--- config.mk ---
export PLATFORM = sky130hd
export DESIGN_NAME = seg_scan_ctrl
export DESIGN_NICKNAME = d
export VERILOG_FILES = /design/src/rtl/seg_scan_ctrl.sv
export SDC_FILE = /design/constraint.sdc
export NUM_CORES = 1
export LEC_CHECK = 0
export ABC_AREA = 1
export CORE_MARGIN = 2
export CORE_UTILIZATION = 46
export DETAILED_ROUTE_END_ITERATION = 10
export GPL_TIMING_DRIVEN = 0
export PLACE_DENSITY = 0.7
export SLEW_MARGIN = 5
export SYNTH_ARGS = -nofsm -noshare
export SYNTH_HDL_FRONTEND = slang
export SYNTH_SLANG_ARGS = --single-unit
--- constraint.sdc ---
create_clock -name clk -period 3.2 [get_ports clk]
set_input_delay 0.64 -clock clk [delete_from_list [all_inputs] [get_ports clk]]
set_output_delay 0.64 -clock clk [all_outputs]
set_load 0.1 [all_outputs]
--- src/rtl/seg_scan_ctrl.sv ---
// Seven-segment scan controller: tear-free pending/display registers, per-digit slot timing.
// Define SEG_SCAN_LZB_EN to enable leading-zero blanking of digits 1..DIGITS-1.
module seg_scan_ctrl #(
    parameter int unsigned DIGITS           = 4,
    parameter int unsigned DIV              = 50000,
    parameter bit          ANODE_ACTIVE_LOW = 1'b1
) (
    input  logic                  clk,
    input  logic                  rst,
    input  logic [4*DIGITS-1:0]   in_data,
    input  logic [DIGITS-1:0]     in_dp,
    input  logic                  in_valid,
    output logic                  in_ready,
    input  logic                  blank,
    output logic [3:0]            hex,
    output logic                  dp,
    output logic [DIGITS-1:0]     anode,
    output logic                  frame_start
);

    localparam int unsigned       CNT_W     = $clog2(DIV);
    localparam int unsigned       IDX_W     = $clog2(DIGITS);
    localparam logic [CNT_W-1:0]  CNT_MAX   = CNT_W'(DIV - 1);
    localparam logic [IDX_W-1:0]  IDX_MAX   = IDX_W'(DIGITS - 1);
    localparam logic [DIGITS-1:0] ANODE_OFF = {DIGITS{ANODE_ACTIVE_LOW}};

    logic [CNT_W-1:0]    r_cnt;
    logic [IDX_W-1:0]    r_idx;
    logic [4*DIGITS-1:0] r_disp_data;
    logic [DIGITS-1:0]   r_disp_dp;
    logic [4*DIGITS-1:0] r_pend_data;
    logic [DIGITS-1:0]   r_pend_dp;
    logic                r_pend_full;
    logic                r_wrap;
    logic [3:0]          r_hex;
    logic                r_dp;
    logic [DIGITS-1:0]   r_anode;
    logic                r_frame_start;

    logic                w_tick;
    logic                w_boundary;
    logic                w_accept;
    logic                w_commit;
    logic [DIGITS-1:0]   w_show;
    logic [DIGITS-1:0]   w_onehot;
    logic [3:0]          w_hex;
    logic                w_dp_sel;
    logic [DIGITS-1:0]   w_anode_d;
    logic                w_dp_d;

    assign w_tick     = (r_cnt == CNT_MAX);
    assign w_boundary = w_tick && (r_idx == IDX_MAX);
    assign w_accept   = in_valid && !r_pend_full;
    assign w_commit   = w_boundary && r_pend_full;

`ifdef SEG_SCAN_LZB_EN
    // Digit k is visible if any nibble from k upward is nonzero; digit 0 always visible.
    assign w_show[0] = 1'b1;
    for (genvar k = 1; k < DIGITS; k++) begin : g_lzb
        assign w_show[k] = |r_disp_data[4*DIGITS-1:4*k];
    end
`else
    assign w_show = '1;
`endif

    always_comb begin
        w_hex    = 4'h0;
        w_dp_sel = 1'b0;
        w_onehot = '0;
        for (int k = 0; k < DIGITS; k++) begin
            if (r_idx == IDX_W'(k)) begin
                w_hex       = r_disp_data[4*k +: 4];
                w_dp_sel    = r_disp_dp[k] & w_show[k];
                w_onehot[k] = w_show[k];
            end
        end
        if (blank) begin
            w_anode_d = ANODE_OFF;
        end else begin
            w_anode_d = ANODE_ACTIVE_LOW ? ~w_onehot : w_onehot;
        end
        w_dp_d = !blank && w_dp_sel;
    end

    always_ff @(posedge clk) begin
        if (rst) begin
            r_cnt         <= '0;
            r_idx         <= '0;
            r_disp_data   <= '0;
            r_disp_dp     <= '0;
            r_pend_data   <= '0;
            r_pend_dp     <= '0;
            r_pend_full   <= 1'b0;
            r_wrap        <= 1'b0;
            r_hex         <= 4'h0;
            r_dp          <= 1'b0;
            r_anode       <= ANODE_OFF;
            r_frame_start <= 1'b0;
        end else begin
            r_cnt <= w_tick ? '0 : r_cnt + 1'b1;
            if (w_tick) begin
                r_idx <= (r_idx == IDX_MAX) ? '0 : r_idx + 1'b1;
            end
            if (w_accept) begin
                r_pend_data <= in_data;
                r_pend_dp   <= in_dp;
            end
            // Accept and commit are mutually exclusive: commit needs pend_full, accept needs it clear.
            if (w_commit) begin
                r_disp_data <= r_pend_data;
                r_disp_dp   <= r_pend_dp;
                r_pend_full <= 1'b0;
            end else if (w_accept) begin
                r_pend_full <= 1'b1;
            end
            r_wrap        <= w_boundary;
            r_frame_start <= r_wrap;
            r_hex         <= w_hex;
            r_dp          <= w_dp_d;
            r_anode       <= w_anode_d;
        end
    end

    assign in_ready    = !r_pend_full;
    assign hex         = r_hex;
    assign dp          = r_dp;
    assign anode       = r_anode;
    assign frame_start = r_frame_start;

endmodule
After elaboration in Yosys (flattened, before gate mapping)
Index checks and enable logic that the tools add are counted.
{"block": "totals", "mem_bits_ro": 0, "mem_bits_rw": 0, "latchBits": 0, "regBits": 70, "input_bits": 24, "wordCells": 42, "output_inout_bits": 11, "memories": 0}
{"block": "op_classes", "add_sub_neg": 2, "eq_ne": 4, "n_lt_le_gt_ge": 0, "n_bitwise": 1, "reduce_logical": 10, "n_mul": 0, "n_mux": 13, "shifts": 0, "div_mod_pow": 0}
{"cell": "16-bit by 1-bit adder with 16-bit output, second input constant", "n": 1}
{"cell": "16-bit equality test, second input constant", "n": 1}
{"cell": "4-bit two-way mux", "n": 4}
{"cell": "1-bit two-way mux", "n": 8}
{"cell": "2-bit OR reduction", "n": 3}
{"cell": "2-bit equality test, second input constant", "n": 2}
{"cell": "1-bit logical AND", "n": 4}
{"cell": "4-bit NOT", "n": 1}
{"cell": "2-bit by 1-bit adder with 2-bit output, second input constant", "n": 1}
{"cell": "2-bit by 1-bit equality test with 1-bit output, second input constant", "n": 1}
{"cell": "1-bit zero test", "n": 2}
{"cell": "2-bit zero test", "n": 1}
{"cell": "2-bit two-way mux", "n": 1}

Depth between registers and ports, before layout
{"block": "depth", "depth_word": 6, "depth_mapped": 10, "mapped_depth_nobuf": 9}

Least setup slack after synthesis
Ideal clock, no wire load.
{"block": "synth_path", "path_kind": "register -> register", "start": "reg r_pend_full", "end": "reg r_pend_data[0]", "setup_slack_ps": 1508, "path_stages_with_launch": 6, "arrival_time_ps": 1564, "path_cell_list": "dfxtp_1 inv_1 nand2_1 clkbuf_1 o21ai_0 a21oi_1"}
{"block": "synth_between", "elab_chain_cells": 2}
{"item": "start, declared", "line_no": "33", "rtl": "logic r_pend_full;"}
{"item": "start signal, assigned", "line_no": "93", "rtl": "r_pend_full <= 1'b0;"}
{"item": "start signal, assigned", "line_no": "112", "rtl": "r_pend_full <= 1'b0;"}
{"item": "start signal, assigned", "line_no": "114", "rtl": "r_pend_full <= 1'b1;"}
{"item": "1-bit zero test"}
{"item": "named net in_ready", "line_no": "13", "rtl": "output logic in_ready,"}
{"item": "1-bit logical AND", "line_no": "53", "rtl": "assign w_accept = in_valid && !r_pend_full;"}
{"item": "end signal, assigned", "line_no": "105", "rtl": "r_pend_data <= in_data;"}
{"item": "end, declared", "line_no": "31", "rtl": "logic [4*DIGITS-1:0] r_pend_data;"}
The timed path passes the listed nets, and every way through them passes these cells.
A chain may end at the register's enable or synchronous reset.

Worst setup path after layout
{"block": "layout_path", "start": "reg r_pend_full", "end": "out in_ready"}
{"block": "layout_between", "elab_chain_cells": 1}
{"item": "1-bit zero test", "line_no": "124", "rtl": "assign in_ready = !r_pend_full;"}
{"item": "end, declared", "line_no": "13"}
No other way between the ends.

==> qor.yml <==
yosys:
  syn_nets: 423
  ys_ff_latch: 70
  synth_cells: 394
  synth_area_per_cell_um2: 7.66
  ys_warn_count: 0
  syn_area_um2: 3020
  yosysSeqAreaShare_pct: 46.5
  synth_cell_type_count: 31
min_path:
  min_path_type: "flop to flop"
  hold_start: "r_wrap"
worst_setup_path:
  max_stage_delay_ns: 1.16
  cpLargestDelayFamily: "buffers and inverters"
  cp_num_buf_inv: 2
  crit_type: "flop to output port"
  critPathSlowestCell: "clkdlybuf4s50_1"
  cp.required_ns: 2.56
  start_kind: "flop"
  critPathMaxFanout: 4
  path_cells: "inv_1 -> clkdlybuf4s50_1"
  setup.worst_path.end_class: "output port"
  critical_path_arrival_ns: 1.95
  crit_start: "r_pend_full"
  r2r-start: "r_cnt[0]"
detailed_routing:
  drtAntennaViolNets: 0
  dr.pass1.iters: 4
  viasPerCell: 4.92
  wire_per_inst_um: 12.4
  drc: 0
  vias: 2565
  drt_iter0_markers: 156
  wl_mm: 6.48
finish:
  drive_gt1_share_pct: 12.4
  multi_input_area_um2: 1330
  design_area_um2: 3620
  layout_commonest_cell: "dfxtp_1"
  fillers: 578
  layout_common_cells: "70 x dfxtp_1, 64 x nor2_1, 57 x nand2_1"
  stdcell_count: 521
  n_antenna_cell: 0
  nNetsFinal: 468
  regArea_um2: 1400
  post-route-util_pct: 57.0
  area_growth_pct: 20.0
floorplan:
  std_cell_rows: 29
  core_um2: 6350
  num_io_pins: 35
  die_y_um: 85.0
  die_w_um: 85.0
  start_util_pct: 47.5
  die-area_um2: 7220
sta:
  rsz0062_at_grt: "false"
  setup_ws_ns: 0.608
  max_freq_ghz: 0.386
  whs_ns: 0.409
  fin_tns_setup_ns: 0
  drv_slew: 0
  slew_headroom_pct: 35.3
  layout_min_cycle_time_ns: 2.59
  finalHoldViolations: 0
  skew_ns: 0.0113
  setup_violations: 0
  finalCritPeriodShare_pct: 81.0
  worstMarginPinSlew_ns: 0.967
global_route:
  grt_pass1_vias: 2479
  track_usage_pct: 19.3
  grt_use_met1_pct: 25.6
  gr-total-overflow: 0
  grtUsageMet3_pct: 3.02
  antenna_found_initial: 0
  grt_use_met2_pct: 31.1
  grt_max_degree: 12
  busiest_layer: "met2"
  grt_pass1_wl_mm: 11.1
clocking:
  cts_tree: "yes"
  postCtsSetupBuffers: 0
  path_clk_slew_ns: 0.08
  root_buffer: "clkbuf_8"
  cts_hold_buf: 0
  ctsLongestPathBuffers: 2
  cts_max_level: 3
  clock_latency_ns: 0.34
  cts_resized: 0
  cts_made_buffers: 9
  clock_sinks: 70
job:
  cap_violations: 0
placed_design:
  post-place-ws_ns: 0.881
  placedInstanceArea_um2: 3450
  portBuffers: 34
  hpwl_mm: 4.83
  place.gp.congestion: 0.907
  dpl.cell_count: 505
power_and_ir_drop:
  finalPower_mw: 1.65
  cellLeakagePower_nw: 1.39
  vdd_drop_max_uv: 267
  power_density_nw_per_um2: 455
outcome:
  outcome: "finished clean"
[cell type report]
class                           count  share of cell area (%)
Sequential cell                    70                    38.7
Multi-Input combinational cell    261                    36.8
Timing Repair Buffer               34                    9.40
Inverter                           45                    4.70
Clock buffer                       12                    4.01
Buffer                             18                    3.14
Tap cell                           77                    2.66
Clock inverter                      4                   0.622
[layer usage]
layer / up-vias / part of all wire (%)
met4: 0 / 1.3
li1: 1367 / -
met1: 1139 / 47
met3: 5 / 4.3
met5: - / 0
met2: 54 / 47
[tightest hold or removal path: stages (launching register included)]
cell and delay [ns]:
dfxtp_1 0.30, inv_1 0.04, nor2_1 0.03
[worst paths after layout]
kind	end	slack, ns	cells after the start
max	in_ready	0.61	2
min	frame_start	0.41	2
max reg2reg	r_disp_data[1]	1.63	9
min reg2reg	frame_start	0.41	2
[power by group]
part / switching (mW) / leakage [nW] / internal (mW)
combinational: 0.0782 / 0.735 / 0.0521
sequential: 0.00771 / 0.570 / 0.895
clock: 0.315 / 0.0861 / 0.299
total: 0.401 / 1.39 / 1.25
[registers in the layout, summed over array words and instances (netlist names)]
signal,count
r_pend_full,1
r_disp_data,16
r_idx,2
r_pend_dp,4
r_disp_dp,4
anode,4
r_wrap,1
r_pend_data,16
r_cnt,16
hex,4
dp,1
frame_start,1
[logic make-up after synthesis]
family          Yosys count  synth area share, %
compound gates           72                 12.8
xor+xnor                  4                 1.16
fa+ha+maj                 5                 2.07
buf+inv                  63                 9.42
flops                    70                 46.5
simple gates            180                 28.1
[synthesized netlist by cell type (all sizes together)]
| master | n | share of area, % |
|---|---|---|
| o211ai | 4 | 1.0 |
| a21oi | 36 | 6.5 |
| nand2 | 62 | 8.3 |
| xor2 | 3 | 0.87 |
| o21ai | 31 | 5.1 |
| ha | 5 | 2.1 |
| nand3 | 10 | 1.8 |
| dfxtp | 70 | 46 |
| nand4 | 23 | 4.8 |
| nor3 | 7 | 1.5 |
| xnor2 | 1 | 0.29 |
| nand3b | 1 | 0.25 |
| buf | 11 | 2.9 |
| nor2 | 77 | 11 |
| a31oi | 1 | 0.21 |
| clkbuf | 7 | 0.87 |
| clkinv | 3 | 0.41 |
| inv | 42 | 5.2 |
(Power assumes the default switching activity.)
